--- config.mk ---
export PLATFORM = sky130hd
export DESIGN_NAME = alu_share_arbiter
export DESIGN_NICKNAME = d
export VERILOG_FILES = /design/src/rtl/alu_share_arbiter.sv
export SDC_FILE = /design/constraint.sdc
export NUM_CORES = 1
export LEC_CHECK = 0
export BUFFER_PORTS_ARGS = -buffer_cell sky130_fd_sc_hd__buf_2
export CORE_UTILIZATION = 45
export DETAILED_ROUTE_END_ITERATION = 8
export PLACE_DENSITY = 0.86
export RECOVER_POWER = 50
export SLEW_MARGIN = 0
export SYNTH_ARGS = -nofsm -noshare
export SYNTH_HDL_FRONTEND = slang
export SYNTH_SLANG_ARGS = --single-unit
export TNS_END_PERCENT = 5
--- constraint.sdc ---
create_clock -name clk -period 2.08 [get_ports clk]
set_input_delay 0.208 -clock clk [delete_from_list [all_inputs] [get_ports clk]]
set_output_delay 0.208 -clock clk [all_outputs]
set_load 0.02 [all_outputs]
--- src/rtl/alu_share_arbiter.sv ---
// Round-robin sharing of one external Hack ALU between requesters A and B; optional counters under ALU_ARB_STATS_EN.
// Accept at cycle N, resp_valid at N+2. No new accept until the owner's result handshake completes.
module alu_share_arbiter #(
    parameter int W = 16
) (
    input  logic         clk,
    input  logic         reset,
    input  logic         a_req_valid,
    output logic         a_req_ready,
    input  logic [W-1:0] a_x,
    input  logic [W-1:0] a_y,
    input  logic [5:0]   a_ctrl,
    output logic         a_resp_valid,
    input  logic         a_resp_ready,
    output logic [W-1:0] a_out,
    output logic         a_zr,
    output logic         a_ng,
    input  logic         b_req_valid,
    output logic         b_req_ready,
    input  logic [W-1:0] b_x,
    input  logic [W-1:0] b_y,
    input  logic [5:0]   b_ctrl,
    output logic         b_resp_valid,
    input  logic         b_resp_ready,
    output logic [W-1:0] b_out,
    output logic         b_zr,
    output logic         b_ng,
    output logic [W-1:0] alu_x,
    output logic [W-1:0] alu_y,
    output logic [5:0]   alu_ctrl,
    input  logic [W-1:0] alu_out,
    input  logic         alu_zr,
    input  logic         alu_ng,
    output logic         busy
`ifdef ALU_ARB_STATS_EN
    ,
    input  logic         stats_clr,
    output logic [15:0]  a_grant_cnt,
    output logic [15:0]  b_grant_cnt,
    output logic [15:0]  contend_cnt
`endif
);

    typedef enum logic [1:0] {IDLE, EXEC, RESP} state_e;

    state_e         state_q, state_d;
    logic           ptr_q, ptr_d;      // 0 = A has priority, 1 = B
    logic           owner_q, owner_d;
    logic [W-1:0]   x_q, x_d, y_q, y_d;
    logic [5:0]     ctrl_q, ctrl_d;
    logic [W-1:0]   a_out_q, a_out_d, b_out_q, b_out_d;
    logic           a_zr_q, a_zr_d, a_ng_q, a_ng_d;
    logic           b_zr_q, b_zr_d, b_ng_q, b_ng_d;
    logic           grant_a, grant_b;

    always_comb begin
        state_d      = state_q;
        ptr_d        = ptr_q;
        owner_d      = owner_q;
        x_d          = x_q;
        y_d          = y_q;
        ctrl_d       = ctrl_q;
        a_out_d      = a_out_q;
        a_zr_d       = a_zr_q;
        a_ng_d       = a_ng_q;
        b_out_d      = b_out_q;
        b_zr_d       = b_zr_q;
        b_ng_d       = b_ng_q;
        grant_a      = 1'b0;
        grant_b      = 1'b0;
        a_resp_valid = 1'b0;
        b_resp_valid = 1'b0;
        unique case (state_q)
            IDLE: begin
                // Ready is suppressed while reset is asserted so nothing is accepted then.
                if (!reset) begin
                    if (a_req_valid && (!ptr_q || !b_req_valid)) begin
                        grant_a = 1'b1;
                    end else if (b_req_valid) begin
                        grant_b = 1'b1;
                    end
                end
                if (grant_a) begin
                    x_d     = a_x;
                    y_d     = a_y;
                    ctrl_d  = a_ctrl;
                    owner_d = 1'b0;
                    state_d = EXEC;
                end else if (grant_b) begin
                    x_d     = b_x;
                    y_d     = b_y;
                    ctrl_d  = b_ctrl;
                    owner_d = 1'b1;
                    state_d = EXEC;
                end
            end
            EXEC: begin
                if (!owner_q) begin
                    a_out_d = alu_out;
                    a_zr_d  = alu_zr;
                    a_ng_d  = alu_ng;
                end else begin
                    b_out_d = alu_out;
                    b_zr_d  = alu_zr;
                    b_ng_d  = alu_ng;
                end
                state_d = RESP;
            end
            RESP: begin
                a_resp_valid = !owner_q;
                b_resp_valid = owner_q;
                if (owner_q ? b_resp_ready : a_resp_ready) begin
                    state_d = IDLE;
                    ptr_d   = !owner_q;
                end
            end
            default: state_d = IDLE;
        endcase
    end

    always_ff @(posedge clk) begin
        if (reset) begin
            state_q <= IDLE;
            ptr_q   <= 1'b0;
            owner_q <= 1'b0;
            x_q     <= '0;
            y_q     <= '0;
            ctrl_q  <= '0;
            a_out_q <= '0;
            a_zr_q  <= 1'b0;
            a_ng_q  <= 1'b0;
            b_out_q <= '0;
            b_zr_q  <= 1'b0;
            b_ng_q  <= 1'b0;
        end else begin
            state_q <= state_d;
            ptr_q   <= ptr_d;
            owner_q <= owner_d;
            x_q     <= x_d;
            y_q     <= y_d;
            ctrl_q  <= ctrl_d;
            a_out_q <= a_out_d;
            a_zr_q  <= a_zr_d;
            a_ng_q  <= a_ng_d;
            b_out_q <= b_out_d;
            b_zr_q  <= b_zr_d;
            b_ng_q  <= b_ng_d;
        end
    end

    assign a_req_ready = grant_a;
    assign b_req_ready = grant_b;
    assign a_out       = a_out_q;
    assign a_zr        = a_zr_q;
    assign a_ng        = a_ng_q;
    assign b_out       = b_out_q;
    assign b_zr        = b_zr_q;
    assign b_ng        = b_ng_q;
    assign alu_x       = x_q;
    assign alu_y       = y_q;
    assign alu_ctrl    = ctrl_q;
    assign busy        = (state_q != IDLE);

`ifdef ALU_ARB_STATS_EN
    logic [15:0] a_cnt_q, a_cnt_d, b_cnt_q, b_cnt_d, c_cnt_q, c_cnt_d;

    // Saturating counters; a clear in the same cycle as an increment wins.
    always_comb begin
        a_cnt_d = a_cnt_q;
        b_cnt_d = b_cnt_q;
        c_cnt_d = c_cnt_q;
        if (grant_a && a_cnt_q != 16'hFFFF) a_cnt_d = a_cnt_q + 16'd1;
        if (grant_b && b_cnt_q != 16'hFFFF) b_cnt_d = b_cnt_q + 16'd1;
        if ((grant_a || grant_b) && a_req_valid && b_req_valid && c_cnt_q != 16'hFFFF)
            c_cnt_d = c_cnt_q + 16'd1;
        if (stats_clr) begin
            a_cnt_d = '0;
            b_cnt_d = '0;
            c_cnt_d = '0;
        end
    end

    always_ff @(posedge clk) begin
        if (reset) begin
            a_cnt_q <= '0;
            b_cnt_q <= '0;
            c_cnt_q <= '0;
        end else begin
            a_cnt_q <= a_cnt_d;
            b_cnt_q <= b_cnt_d;
            c_cnt_q <= c_cnt_d;
        end
    end

    assign a_grant_cnt = a_cnt_q;
    assign b_grant_cnt = b_cnt_q;
    assign contend_cnt = c_cnt_q;
`endif

endmodule

After elaboration in Yosys (flattened, before gate mapping)
Cells that the tools add are included.

Bitwise logic cells: 1. Reduce and logical (&&, ||, !) cells: 13. Eq/ne operators: 4. Multiplexer cells: 24.

Operators by type and width (number): $mux W16 (4); $mux W1 (14); $mux W6 (2); $reduce_and A2 Y1 (5); $mux W2 (3); $pmux W2 S3 (1); $reduce_bool A2 Y1 (2); $logic_not A1 Y1 (3); $ne A3 B3 Y1 const B (1); $eq A2 B1 Y1 const B (1); $eq A2 B2 Y1 const B (1); $logic_not A2 Y1 (1); $ne A2 B2 Y1 const B (1); $logic_and A1 B1 Y1 (1); $logic_or A1 B1 Y1 (1); $not A1 Y1 (1).

Bits of input ports: 100. Output and inout port bits: 79. Word-level logic and storage cells: 54. Flip-flop bits (word level): 78.

Logic depth before layout (Yosys ltp)
Gate-level depths: netlist of run 1.

Word-level depth: 9. Depth in mapped cells: 6. Depth with buffers taken out: 4.

Least setup slack after synthesis of run 1
No wires, ideal clock.

Path kind: flip-flop to flip-flop. Start: register owner_q. End: register a_out_q[10], in the netlist a_out[10]. Required time: 1.948 ns. Data arrival time: 1.358 ns. Path slack: 0.589 ns. Cell stages (with the launch flop): 7. Library setup time: 0.132 ns. Period minus slack after synthesis: 1.491 ns. Path buffers: 3. Cells stage by stage: dfxtp_1 buf_2 or3b_2 buf_2 clkbuf_1 nand2_1 a21oi_1.

Word-level cells in the longest chain between the ends: 2.

Ends and longest elaborated chain: start: declaration (line 48) `logic owner_q, owner_d;`; start signal: assignment (line 138) `owner_q <= owner_d;`; $not A1 Y1 (no line); $reduce_and A2 Y1 (no line); end signal: assignment (line 142) `a_out_q <= a_out_d;`; end: declaration (line 51) `logic [W-1:0] a_out_q, a_out_d, b_out_q, b_out_d;`.

Every way passes these cells. A chain may end at the register's enable or synchronous reset.

Worst setup path in the final report of run 1
Start: register ptr_q. End: output port a_req_ready.

Word-level cells in the longest chain between the ends: 7.

Ends and longest elaborated chain: start: declaration (line 47) `logic ptr_q, ptr_d;`; start signal: assignment (line 137) `ptr_q <= ptr_d;`; $logic_not A1 Y1 (line 77) `if (a_req_valid && (!ptr_q || !b_req_valid)) begin`; $logic_or A1 B1 Y1 (line 77); $logic_and A1 B1 Y1 (line 77); $mux W1 (line 77); $mux W1 (line 76) `if (!reset) begin`; $mux W1 (2 in a row) (line 73) `unique case (state_q)`; end: declaration (line 9) `output logic a_req_ready,`.

Every way passes these cells. The select of a mux whose other input is x is not followed.

==> impl_metrics.ini, run 1 <==
[critical_path]
required_ns = 1.87
path_cells = and2_4, nor3_1, buf_2
cp.depth = 3
crit_type = reg -> out
critPathArrivalTime_ns = 1.53
cp_slowest_cell = and2_4
slowest_delay_ns = 0.54
rr_startpoint = state_q[0]
cp-end-kind = output pin
cp-startpoint = ptr_q
cp_top_family = simple AND/OR/NAND/NOR gates
crit_fanout = 77
crit_buf_inv = 1
startpoint_type = register
r2r-end = a_out[9]
rrSetupSlack_ns = 0.49
ff2ff_path_depth = 3

[placed_design]
dpl_cell_area_sq_um = 4360
gp_congestion = 0.763
io_buffers = 178
place_ws_ns = 0.377
hpwl_microns = 6890

[clock_tree]
cts_buffer_depth = 2
clock-sinks = 78
clk_latency_ns = 0.35
cts_tree = built
root_buffer = clkbuf_8
cts.htree.levels = 3
hold_buffers = 0
cts_resized = 0
cts_setup_buffers = 0
cts.clk_slew.worst_paths_ns = 0.09
numCtsBuffers = 9

[pwr]
power.density_nw_per_um2 = 803
fin_total_pwr_mw = 3.58
ir_drop_uv = 354
p_leak_nw = 1.68

[worst_hold_path]
hold_path_class = in -> reg
hold_end = a_out[14]
hold_depth = 3
min-delay-start = alu_out[14]

[floorplan]
dieArea_sq_um = 8120
die_h_microns = 90.1
boundaryPins = 179
fp.coreArea_sq_um = 7370
dieWidth_microns = 90.1
placementRows = 31
start_util = 0.474

[timing]
period_share = 0.837
final_max_slew_viol_count = 0
skew_ns = 0.00873
whs_ns = 0.100
timing.final.ws_setup_ns = 0.339
period_needed_ns = 1.74
clock.fmax_mhz = 574
finalSetupViolCount = 0
tns_ns = 0
rsz0062_at_grt = false
worst_pin_slew_ns = 0.803
slew_headroom = 0.465
hold_viol_final = 0

[yosys]
synthCells = 413
synth.avg_cell_area_sq_um = 8.46
yosysWarningCount = 0
syn_area_sq_um = 3490
synth_fp_nets = 513
synth-seq-cells = 78
ys_seq_area_frac = 0.447
synth_cell_types = 30

[layout]
drive_gt1_frac = 0.253
nNetsFinal = 665
finalInstanceArea_sq_um = 4460
antennaDiodeCount = 0
area_delta_synth_final_pct = 27.7

[run]
drv.max_cap_violation_count = 0

[routing]
wirelength_microns = 9900
detailroute.via_count = 3726
firstDrtPassIters = 5
drc = 0
vias_per_cell = 5.57
post_drt_wl_per_cell_microns = 14.8
drtIter0Drc = 121
ant_nets = 0

[global_routing]
overflow = 0
first_global_vias = 3313
grt_max_degree = 78
grt_usage = 0.240
grt_pass1_wl_microns = 15800
antenna_found_initial = 0

[run_status]
outcome = finished clean
==> routing by layer <==
layer  GRT usage  routed length [microns]  vias to the layer above
met2       0.394                     4640                      213
met1       0.300                     4050                     1685
li1            -                        -                     1804
met4      0.0981                      225                        0
met5           0                        0                        -
met3      0.0626                      979                       24
==> flip-flops by register name (all words and copies together) (netlist names) <==
| register | flops |
|---|---|
| a_ng | 1 |
| a_out | 16 |
| a_zr | 1 |
| alu_ctrl | 6 |
| alu_x | 16 |
| alu_y | 16 |
| b_ng | 1 |
| b_out | 16 |
| b_zr | 1 |
| owner_q | 1 |
| ptr_q | 1 |
| state_q | 2 |
==> cell families (layout without fill, tap and decap cells) <==
logic type / count (synthesis) / after routing / synth area share
multiplexers: 1 / 1 / 0.00286
AND/OR/NAND/NOR: 131 / 131 / 0.218
buffers and inverters: 48 / 205 / 0.0652
flip-flops: 78 / 78 / 0.447
AO/OA/AOI/OAI: 155 / 155 / 0.267
==> worst reg2reg max path, stage by stage (launching register included) <==
cell	delay (ns)
dfxtp_1	0.52
or3b_2	0.68
nand2_1	0.16
a21oi_1	0.08
==> metrics by stage <==
stage / cells / utilization
after detailed placement: 653 / 0.592
final: 669 / 0.606
after floorplan: 413 / -
after CTS: 669 / 0.620
after global placement: 653 / 0.592
after global routing: 669 / 0.606
==> synthesized netlist by cell type <==
| cell type | number | area share |
|---|---|---|
| buf_2 | 13 | 0.019 |
| nand2b_1 | 2 | 0.0036 |
| nand3_1 | 1 | 0.0014 |
| or2_2 | 1 | 0.0018 |
| a311oi_1 | 36 | 0.090 |
| nor3_1 | 1 | 0.0014 |
| o21ai_0 | 39 | 0.056 |
| clkbuf_2 | 1 | 0.0014 |
| dfxtp_1 | 78 | 0.45 |
| or3b_2 | 9 | 0.023 |
| o21bai_1 | 1 | 0.0021 |
| buf_6 | 4 | 0.013 |
| nor3b_1 | 1 | 0.0021 |
| and2_1 | 1 | 0.0018 |
| inv_1 | 2 | 0.0021 |
| buf_1 | 2 | 0.0021 |
| nand2_1 | 73 | 0.078 |
| a311oi_2 | 2 | 0.0086 |
| nor2_1 | 1 | 0.0011 |
| nor3_2 | 1 | 0.0029 |
| a21oi_1 | 77 | 0.11 |
| mux2i_1 | 1 | 0.0029 |
| and2_4 | 1 | 0.0025 |
| or3b_1 | 30 | 0.075 |
| nand3b_1 | 3 | 0.0064 |
| and3b_1 | 3 | 0.0075 |
| nor3b_2 | 1 | 0.0036 |
| and3_1 | 1 | 0.0018 |
| nand2b_4 | 1 | 0.0039 |
| clkbuf_1 | 26 | 0.028 |
==> power breakdown <==
group	leakage, nW	internal [mW]	switching, mW	total (mW)
Clock	0.0944	0.571	0.599	1.17
Sequential	0.639	1.60	0.0714	1.68
Combinational	0.952	0.270	0.469	0.739
Total	1.68	2.44	1.14	3.58
==> how the worst max path moves through the flow <==
stage	end
floorplan	a_out[10]
global placement	b_out[13]
detailed placement	alu_ctrl[3]
CTS	a_req_ready
global route	a_req_ready
finish	a_req_ready
==> layout make-up <==
cell class	instances	area [sq um]
inverter	2	7.51
timing repair buffer	187	866
clock inverter	7	81.3
clock buffer	9	124
tap	99	124
fill	662	2910
sequential	78	1560
multi-input combinational	287	1700
==> cells in the final DEF, fill, tap and decap left out, types with 2 or more instances in the layout <==
cell        count
nor3_1          2
clkbuf_8        9
buf_2         104
dfxtp_1        78
buf_4           9
inv_1           2
and3b_1         3
nand3b_1        3
o21ai_0        39
nand2_1        73
a21oi_1        77
a311oi_1       36
or3b_1         30
inv_6           2
clkbuf_1       74
a311oi_2        2
or3b_2          9
nand2b_1        2
clkinvlp_4      3
Power figures use the tool's default switching activity.
==> inputs of run 2 (changes only) <==
==> constraint.sdc (replaced) <==
create_clock -name clk -period 1.8 [get_ports clk]
set_input_delay 0.18 -clock clk [delete_from_list [all_inputs] [get_ports clk]]
set_output_delay 0.18 -clock clk [all_outputs]
set_load 0.02 [all_outputs]
==> run 2 against run 1 <==
  * Sequential share of layout area down 0.29 points
  * Critical path type is now reg -> reg
  * Utilization grew 0.56 points
  * Critical endpoint is now alu_x[8]
  * Sequential cell count stayed put
  * Hold slack worse by 0.031 ns
==> impl_metrics.ini, run 2 (synthesized netlist as in run 1, its figures left out) <==
[clock_tree]
cts_tree = built
hold_buffers = 0
cts_setup_buffers = 0
clock-sinks = 78
cts.htree.levels = 3
numCtsBuffers = 9
cts.clk_slew.worst_paths_ns = 0.10
clk_latency_ns = 0.35
cts_buffer_depth = 2
root_buffer = clkbuf_8
cts_resized = 0

[critical_path]
critPathArrivalTime_ns = 1.89
cp-startpoint = ptr_q
required_ns = 2.05
crit_fanout = 38
cp-end-kind = register
ff2ff_path_depth = 3
rr_startpoint = ptr_q
rrSetupSlack_ns = 0.16
startpoint_type = register
crit_type = reg -> reg

[floorplan]
dieArea_sq_um = 8120
die_h_microns = 90.1
fp.coreArea_sq_um = 7370
start_util = 0.474
placementRows = 31
boundaryPins = 179
dieWidth_microns = 90.1

[pwr]
power.density_nw_per_um2 = 899
p_leak_nw = 1.71
ir_drop_uv = 478
fin_total_pwr_mw = 4.05

[global_routing]
grt_usage = 0.239
grt_max_degree = 78
grt_pass1_wl_microns = 15800
first_global_vias = 3399
antenna_found_initial = 0
overflow = 0

[routing]
drc = 0
wirelength_microns = 10000
ant_nets = 0
vias_per_cell = 5.58
post_drt_wl_per_cell_microns = 14.9
detailroute.via_count = 3750
firstDrtPassIters = 5
drtIter0Drc = 160

[worst_hold_path]
hold_path_class = in -> reg
hold_depth = 3
min-delay-start = alu_out[5]

[layout]
final_cell_count_no_fill = 672
mostFrequentLayoutCells = buf_2 (104), a21oi_1 (77), dfxtp_1 (77)
layout_commonest_cell = buf_2
multiInputGateArea_sq_um = 1720
area_delta_synth_final_pct = 28.9
drive_gt1_frac = 0.260
final-seq-area_sq_um = 1560
antennaDiodeCount = 0
nNetsFinal = 668
fillers = 681

[timing]
finalSetupViolCount = 0
tns_ns = 0
period_needed_ns = 1.64
timing.final.ws_setup_ns = 0.164
clock.fmax_mhz = 611
worst_pin_slew_ns = 0.668
slew_headroom = 0.555
period_share = 0.909
skew_ns = 0.0109
rsz0062_at_grt = false
final_max_slew_viol_count = 0
hold_viol_final = 0

[placed_design]
gp_congestion = 0.768
place_ws_ns = 0.216
post-place-cells = 655
hpwl_microns = 6860
io_buffers = 178

[run]
drv.max_cap_violation_count = 0

[run_status]
outcome = finished clean
## run 2: path summary, 6_finish.rpt
check	end
setup / recovery	alu_x[8]
hold / removal	b_out[5]
setup reg to reg	alu_x[8]
hold reg to reg	b_out[4]
## run 2: area by class of cell
type / count / area share
repair buffers: 189 / 0.201
multi-input cells: 288 / 0.382
flip-flops and latches: 78 / 0.347
clock inverters: 7 / 0.0139
inverters: 2 / 0.00167
clock buffers: 9 / 0.0275
well taps: 99 / 0.0275
## run 2: worst max-delay path, stage by stage, from the launching register on
cell	delay, ns
dfxtp_1	0.36
and2_2	0.40
or3b_2	0.53
a311oi_1	0.26
## run 2: stage by stage
stage           util  cell area (sq um)  hold WS [ns]
2_1_floorplan      -               3490         0.316
3_3_place_gp   0.597               4400         0.434
3_5_place_dp   0.597               4400         0.440
4_1_cts        0.623               4590        0.0508
5_1_grt        0.611               4510        0.0521
6_report       0.611               4510        0.0694
## run 2: routing by layer
metal	wire length (microns)	GRT usage
met5	0	0
met3	778	0.0525
met2	4820	0.405
met1	4230	0.290
met4	202	0.103
## run 2: report_power, final
part	total (mW)	switching [mW]	internal [mW]
registers	1.94	0.0874	1.85
logic	0.872	0.546	0.326
clock network	1.24	0.706	0.530
